### config.mk
export PLATFORM = sky130hd
export DESIGN_NAME = regfile_2r1w_sb_flat
export DESIGN_NICKNAME = d
export VERILOG_FILES = /design/src/rtl/regfile_2r1w_sb_if.sv /design/src/rtl/regfile_2r1w_sb.sv /design/src/flat_wrapper.sv
export SDC_FILE = /design/constraint.sdc
export NUM_CORES = 1
export LEC_CHECK = 0
export CAP_MARGIN = 20
export CORE_UTILIZATION = 47
export DETAILED_ROUTE_END_ITERATION = 7
export DONT_BUFFER_PORTS = 1
export PLACE_DENSITY = 0.63
export SLEW_MARGIN = 15
export SYNTH_ARGS = -nofsm -noshare
export SYNTH_HDL_FRONTEND = slang
export SYNTH_SLANG_ARGS = --single-unit
### constraint.sdc
create_clock -name clk -period 3.95 [get_ports clk]
set_clock_uncertainty 0.2 [all_clocks]
set_input_delay 1.185 -clock clk [delete_from_list [all_inputs] [get_ports clk]]
set_output_delay 1.185 -clock clk [all_outputs]
set_load 0.005 [all_outputs]
### src/rtl/regfile_2r1w_sb_if.sv
// Port bundle for regfile_2r1w_sb: write, dual read and scoreboard signals.
interface regfile_2r1w_sb_if #(
  parameter int DW = 16,
  parameter int AW = 3
);
  localparam int NREG = 1 << AW;

  logic            wr_en;
  logic [AW-1:0]   wr_addr;
  logic [DW-1:0]   wr_data;
  logic [AW-1:0]   rd_addr_a;
  logic [DW-1:0]   rd_data_a;
  logic [AW-1:0]   rd_addr_b;
  logic [DW-1:0]   rd_data_b;
  logic            rsv_en;
  logic [AW-1:0]   rsv_addr;
  logic            busy_a;
  logic            busy_b;
  logic [NREG-1:0] pend_vec;
  logic            rsv_err;

  modport master (
    output wr_en, wr_addr, wr_data, rd_addr_a, rd_addr_b, rsv_en, rsv_addr,
    input  rd_data_a, rd_data_b, busy_a, busy_b, pend_vec, rsv_err
  );

  modport slave (
    input  wr_en, wr_addr, wr_data, rd_addr_a, rd_addr_b, rsv_en, rsv_addr,
    output rd_data_a, rd_data_b, busy_a, busy_b, pend_vec, rsv_err
  );
endinterface

### src/rtl/regfile_2r1w_sb.sv
// 2-read/1-write register file with per-register pending-write scoreboard.
// Optional write-to-read forwarding enabled by defining REGFILE_BYPASS_EN.
module regfile_2r1w_sb #(
  parameter int DW = 16,
  parameter int AW = 3
) (
  input logic             clk,
  input logic             rst_n,
  regfile_2r1w_sb_if.slave bus
);
  localparam int NREG = 1 << AW;

  logic [NREG-1:0][DW-1:0] regs;
  logic [NREG-1:0]         pend;
  logic                    err;

  // Reserve is applied after the write clear so set wins on a same-register collision.
  always_ff @(posedge clk) begin
    if (!rst_n) begin
      regs <= '0;
      pend <= '0;
      err  <= 1'b0;
    end else begin
      if (bus.wr_en) begin
        regs[bus.wr_addr] <= bus.wr_data;
        pend[bus.wr_addr] <= 1'b0;
      end
      if (bus.rsv_en) begin
        pend[bus.rsv_addr] <= 1'b1;
        if (pend[bus.rsv_addr] && !(bus.wr_en && bus.wr_addr == bus.rsv_addr))
          err <= 1'b1;
      end
    end
  end

`ifdef REGFILE_BYPASS_EN
  logic fwd_a, fwd_b;

  always_comb begin
    fwd_a = rst_n && bus.wr_en && (bus.wr_addr == bus.rd_addr_a);
    fwd_b = rst_n && bus.wr_en && (bus.wr_addr == bus.rd_addr_b);
    bus.rd_data_a = fwd_a ? bus.wr_data : regs[bus.rd_addr_a];
    bus.rd_data_b = fwd_b ? bus.wr_data : regs[bus.rd_addr_b];
    // A forwarded value is only busy again if it is re-reserved this same cycle.
    bus.busy_a = fwd_a ? (bus.rsv_en && bus.rsv_addr == bus.rd_addr_a) : pend[bus.rd_addr_a];
    bus.busy_b = fwd_b ? (bus.rsv_en && bus.rsv_addr == bus.rd_addr_b) : pend[bus.rd_addr_b];
  end
`else
  always_comb begin
    bus.rd_data_a = regs[bus.rd_addr_a];
    bus.rd_data_b = regs[bus.rd_addr_b];
    bus.busy_a    = pend[bus.rd_addr_a];
    bus.busy_b    = pend[bus.rd_addr_b];
  end
`endif

  assign bus.pend_vec = pend;
  assign bus.rsv_err  = err;
endmodule

### src/flat_wrapper.sv
// flat-port wrapper written by rule: the top's interface ports become plain ports
module regfile_2r1w_sb_flat 
#(
  parameter int DW = 16,
  parameter int AW = 3
)
  (clk, rst_n, bus_wr_en, bus_wr_addr, bus_wr_data, bus_rd_addr_a, bus_rd_addr_b, bus_rsv_en, bus_rsv_addr, bus_rd_data_a, bus_rd_data_b, bus_busy_a, bus_busy_b, bus_pend_vec, bus_rsv_err);
  regfile_2r1w_sb_if #(.DW(DW), .AW(AW)) bus_i ();
  input logic clk;
  input logic rst_n;
  input wire logic [$bits(bus_i.wr_en)-1:0] bus_wr_en;
  input wire logic [$bits(bus_i.wr_addr)-1:0] bus_wr_addr;
  input wire logic [$bits(bus_i.wr_data)-1:0] bus_wr_data;
  input wire logic [$bits(bus_i.rd_addr_a)-1:0] bus_rd_addr_a;
  input wire logic [$bits(bus_i.rd_addr_b)-1:0] bus_rd_addr_b;
  input wire logic [$bits(bus_i.rsv_en)-1:0] bus_rsv_en;
  input wire logic [$bits(bus_i.rsv_addr)-1:0] bus_rsv_addr;
  output wire logic [$bits(bus_i.rd_data_a)-1:0] bus_rd_data_a;
  output wire logic [$bits(bus_i.rd_data_b)-1:0] bus_rd_data_b;
  output wire logic [$bits(bus_i.busy_a)-1:0] bus_busy_a;
  output wire logic [$bits(bus_i.busy_b)-1:0] bus_busy_b;
  output wire logic [$bits(bus_i.pend_vec)-1:0] bus_pend_vec;
  output wire logic [$bits(bus_i.rsv_err)-1:0] bus_rsv_err;
  assign bus_i.wr_en = bus_wr_en;
  assign bus_i.wr_addr = bus_wr_addr;
  assign bus_i.wr_data = bus_wr_data;
  assign bus_i.rd_addr_a = bus_rd_addr_a;
  assign bus_i.rd_addr_b = bus_rd_addr_b;
  assign bus_i.rsv_en = bus_rsv_en;
  assign bus_i.rsv_addr = bus_rsv_addr;
  assign bus_rd_data_a = bus_i.rd_data_a;
  assign bus_rd_data_b = bus_i.rd_data_b;
  assign bus_busy_a = bus_i.busy_a;
  assign bus_busy_b = bus_i.busy_b;
  assign bus_pend_vec = bus_i.pend_vec;
  assign bus_rsv_err = bus_i.rsv_err;
  regfile_2r1w_sb #(.DW(DW), .AW(AW)) u_core (.clk(clk), .rst_n(rst_n), .bus(bus_i));
endmodule
==> results of run 1 <==
## through the flow
stage / area [sq um] / hold slack [ps] / power, mW
4_1_cts: 7970 / 271 / 3.34
3_5_place_dp: 7340 / 263 / 1.65
2_1_floorplan: 7460 / 242 / 1.69
6_report: 7970 / 268 / 3.33
3_3_place_gp: 7340 / 250 / 1.64
5_1_grt: 7970 / 287 / 3.41
## sequential cells by signal (all words and copies together), names as in the netlist
signal               count
u_core.bus.pend_vec      8
u_core.bus.rsv_err       1
u_core.regs            128
## cells in the final DEF (no fill, tap or decap), drive strengths merged
cell type  synthesis  routed
nand2            257     257
dfxtp            137     137
a21boi           131     131
mux4              69      69
mux2              34      34
clkbuf            33      19
nor2b             10      10
buf               50       8
clkinv             0       5
a32oi              4       4
clkinvlp           0       4
bufinv             0       4
and4b              3       3
nand4b             3       3
and4bb             3       3
nand4bb            3       3
a22oi              3       3
nand4              3       3
xnor2              3       3
mux2i              2       2
nor4b              1       1
or4b               1       1
nor2               1       1
and4               1       1
nand2b             1       1
and2               1       1
a41o               1       1
## synth_stat cells
| library cell | count |
|---|---|
| sky130_fd_sc_hd__a21boi_0 | 101 |
| sky130_fd_sc_hd__a21boi_1 | 30 |
| sky130_fd_sc_hd__a22oi_1 | 3 |
| sky130_fd_sc_hd__a32oi_1 | 4 |
| sky130_fd_sc_hd__a41o_1 | 1 |
| sky130_fd_sc_hd__and2_1 | 1 |
| sky130_fd_sc_hd__and4_1 | 1 |
| sky130_fd_sc_hd__and4b_1 | 3 |
| sky130_fd_sc_hd__and4bb_2 | 3 |
| sky130_fd_sc_hd__buf_1 | 7 |
| sky130_fd_sc_hd__buf_2 | 22 |
| sky130_fd_sc_hd__buf_4 | 15 |
| sky130_fd_sc_hd__buf_6 | 6 |
| sky130_fd_sc_hd__clkbuf_1 | 31 |
| sky130_fd_sc_hd__clkbuf_2 | 2 |
| sky130_fd_sc_hd__dfxtp_1 | 137 |
| sky130_fd_sc_hd__mux2_2 | 34 |
| sky130_fd_sc_hd__mux2i_1 | 2 |
| sky130_fd_sc_hd__mux4_2 | 69 |
| sky130_fd_sc_hd__nand2_1 | 257 |
| sky130_fd_sc_hd__nand2b_1 | 1 |
| sky130_fd_sc_hd__nand4_1 | 3 |
| sky130_fd_sc_hd__nand4b_1 | 3 |
| sky130_fd_sc_hd__nand4bb_1 | 3 |
| sky130_fd_sc_hd__nor2_1 | 1 |
| sky130_fd_sc_hd__nor2b_1 | 10 |
| sky130_fd_sc_hd__nor4b_4 | 1 |
| sky130_fd_sc_hd__or4b_4 | 1 |
| sky130_fd_sc_hd__xnor2_1 | 3 |
## report_power, final
group	internal (mW)	switching [mW]
Clock	1.08	0.623
Combinational	0.112	0.0686
Sequential	1.41	0.0269
## cell type report
type	instances	area, sq um
repair buffers	8	60.1
clock buffers	19	453
flip-flops and latches	137	2740
well taps	211	264
multi-input cells	535	4270
clock inverters	13	175
fillers	1387	7350
## layer usage
layer / wire (um) / vias up / GRT usage (%)
li1: - / 2535 / -
met4: 421 / 0 / 9.20
met5: 0 / - / 0
met1: 8800 / 2902 / 36.8
met2: 10500 / 269 / 45.5
met3: 2090 / 42 / 7.18
## kinds of logic (layout without fill, tap and decap cells)
| group | Yosys count | in the layout |
|---|---|---|
| and+or+nand+nor | 288 | 288 |
| muxes | 105 | 105 |
| DFF | 137 | 137 |
| xor gates and xnor gates | 3 | 3 |
| buffers and inverters | 83 | 40 |
| AOI/OAI and AO/OA | 139 | 139 |
## worst register-to-register path: stages (launching register included)
cell and delay (ps):
sky130_fd_sc_hd__dfxtp_1 360, sky130_fd_sc_hd__mux4_2 470, sky130_fd_sc_hd__nand2b_1 150, sky130_fd_sc_hd__a41o_1 170
## final timing paths
| path | startpoint | endpoint | depth (start not counted) |
|---|---|---|---|
| worst max-delay path | bus_rd_addr_b[0] | bus_rd_data_b[9] | 2 |
| worst min-delay path | u_core.regs[98] | u_core.regs[98] | 2 |
| worst max register to register | u_core.bus.pend_vec[7] | u_core.bus.rsv_err | 3 |
| worst min register to register | u_core.regs[98] | u_core.regs[98] | 2 |
==> metrics.cfg, run 1 <==
[finish]
layout.nets=731
areaGrowthSynthToFinish_pct=6.83
fin_util_pct=52.0
stdcell_count=923
drive_above_1_share_pct=20.8
n_diodes=0

[synthesis]
muxShareOfSynthArea_pct=26.2
post_synth_main_area_contributors=sky130_fd_sc_hd__dfxtp_1 37%, sky130_fd_sc_hd__mux4_2 21%, sky130_fd_sc_hd__nand2_1 13%, sky130_fd_sc_hd__a21boi_0 10%, sky130_fd_sc_hd__mux2_2 5.1%
synth_cells=755
synth_largest_type_area_fraction_pct=36.8
ys_ff_latch=137
syn-mean-instance-area_sq_um=9.88
synth_fp_nets=787
post_synth_fa_ha_maj_area_fraction_pct=0
synth_simple_gate_area_share_pct=16.6
synthesis.area_sq_um=7460
synth-compound-area-share_pct=14.1
netlist.top_cell.by_area=sky130_fd_sc_hd__dfxtp_1
synthesis.yosys.warnings=0
synth.lib_cells_used.distinct=29
synth_xor_xnor_area_share_pct=0.352
synth_top_family_by_area=multiplexers
seq_area_frac_synth_pct=36.8

[timing]
slew-limit-headroom_pct=31.9
finalSetupViolCount=0
slew_viol_final=0
worst_pin_slew_ps=1020
setup_ws_ps=542
timing.fmax_mhz=293
final_total_negative_setup_slack_ps=0
final-hold-violation-count=0
post-route-period-util_pct=86.3
grt_setup_unrepaired=no
final_critical_delay_including_setup_and_external_delays_ps=3410

[outcome]
status=finished, final reports clean

[worst_setup_path]
cpMaxStageDelayCell=sky130_fd_sc_hd__mux4_2
crit_family=multiplexers
critical_path.cell_chain=mux4_2, mux2_2
buffers_and_inverters_on_the_worst_path=0
critPathCaptureType=output pin
critical_path_at_ps=2020
regToRegSetupSlack_ps=2500
timing_worst_setup_path_type=in2out
path_max_fanout=34
critPathMaxStageDelay_ps=490
cp_data_required_time_ps=2560
timing.critical_path.from_type=input pin

[clocking]
clock_insertion_delay_worst_skew_ps=430
cts-root-buf=sky130_fd_sc_hd__clkbuf_16
clkTransAtPathRegs_ps=60
cts_made_buffers=17
htreeDepth=4
cts_tree=yes
clock_tree.buffer_depth=2
post_cts_resize_count=0
cts_hold_repair.buffers=0
post_cts.repair.setup_buffers=0
cts.sinks=137

[flow_run]
max_cap_violations=0

[routing]
detailedRoute.firstPassIterationCount=5
post_drt_wl_per_cell_um=23.7
drt-initial-drc-count=576
dr_total_vias=5748
detail_route.wirelength_um=21800
drc_errors=0
route.antenna.remaining_nets=0
routed_via_density=6.23

[floorplanning]
core_area_sq_um=15300
fp.dieArea_sq_um=16400
dieHeight_um=128
floorplan.io_pins=75
initial_core_util_pct=48.7
rows=45
die_w_um=128

[power]
cellPowerDensity_nw_per_um2=418
p_leak_nw=2.62
vdd_ir_drop_max_mv=0.283

[placed_design]
port_buffers=0
pre_cts_ws_ps=557
dp_cells=891
finalWeightedCongestion=0.796
hpwl_um=13500

[global_route]
track_usage_pct=28.1
grt_max_degree=139
grt_antenna_before_repair=0
number_of_global_route_vias_before_repair=5765
grt_pass1_wl_um=33800
globalRouteOverflowTotal=0

[min_path]
hold_crit_class=reg2reg

Note: power is estimated with default switching activity, not from simulation.
==> run 2: changes to the inputs <==
Settings changed: SLEW_MARGIN 15 to not set.
==> results of run 2 <==
No change in the layout: final DEF, timing and power equal those of run 1.
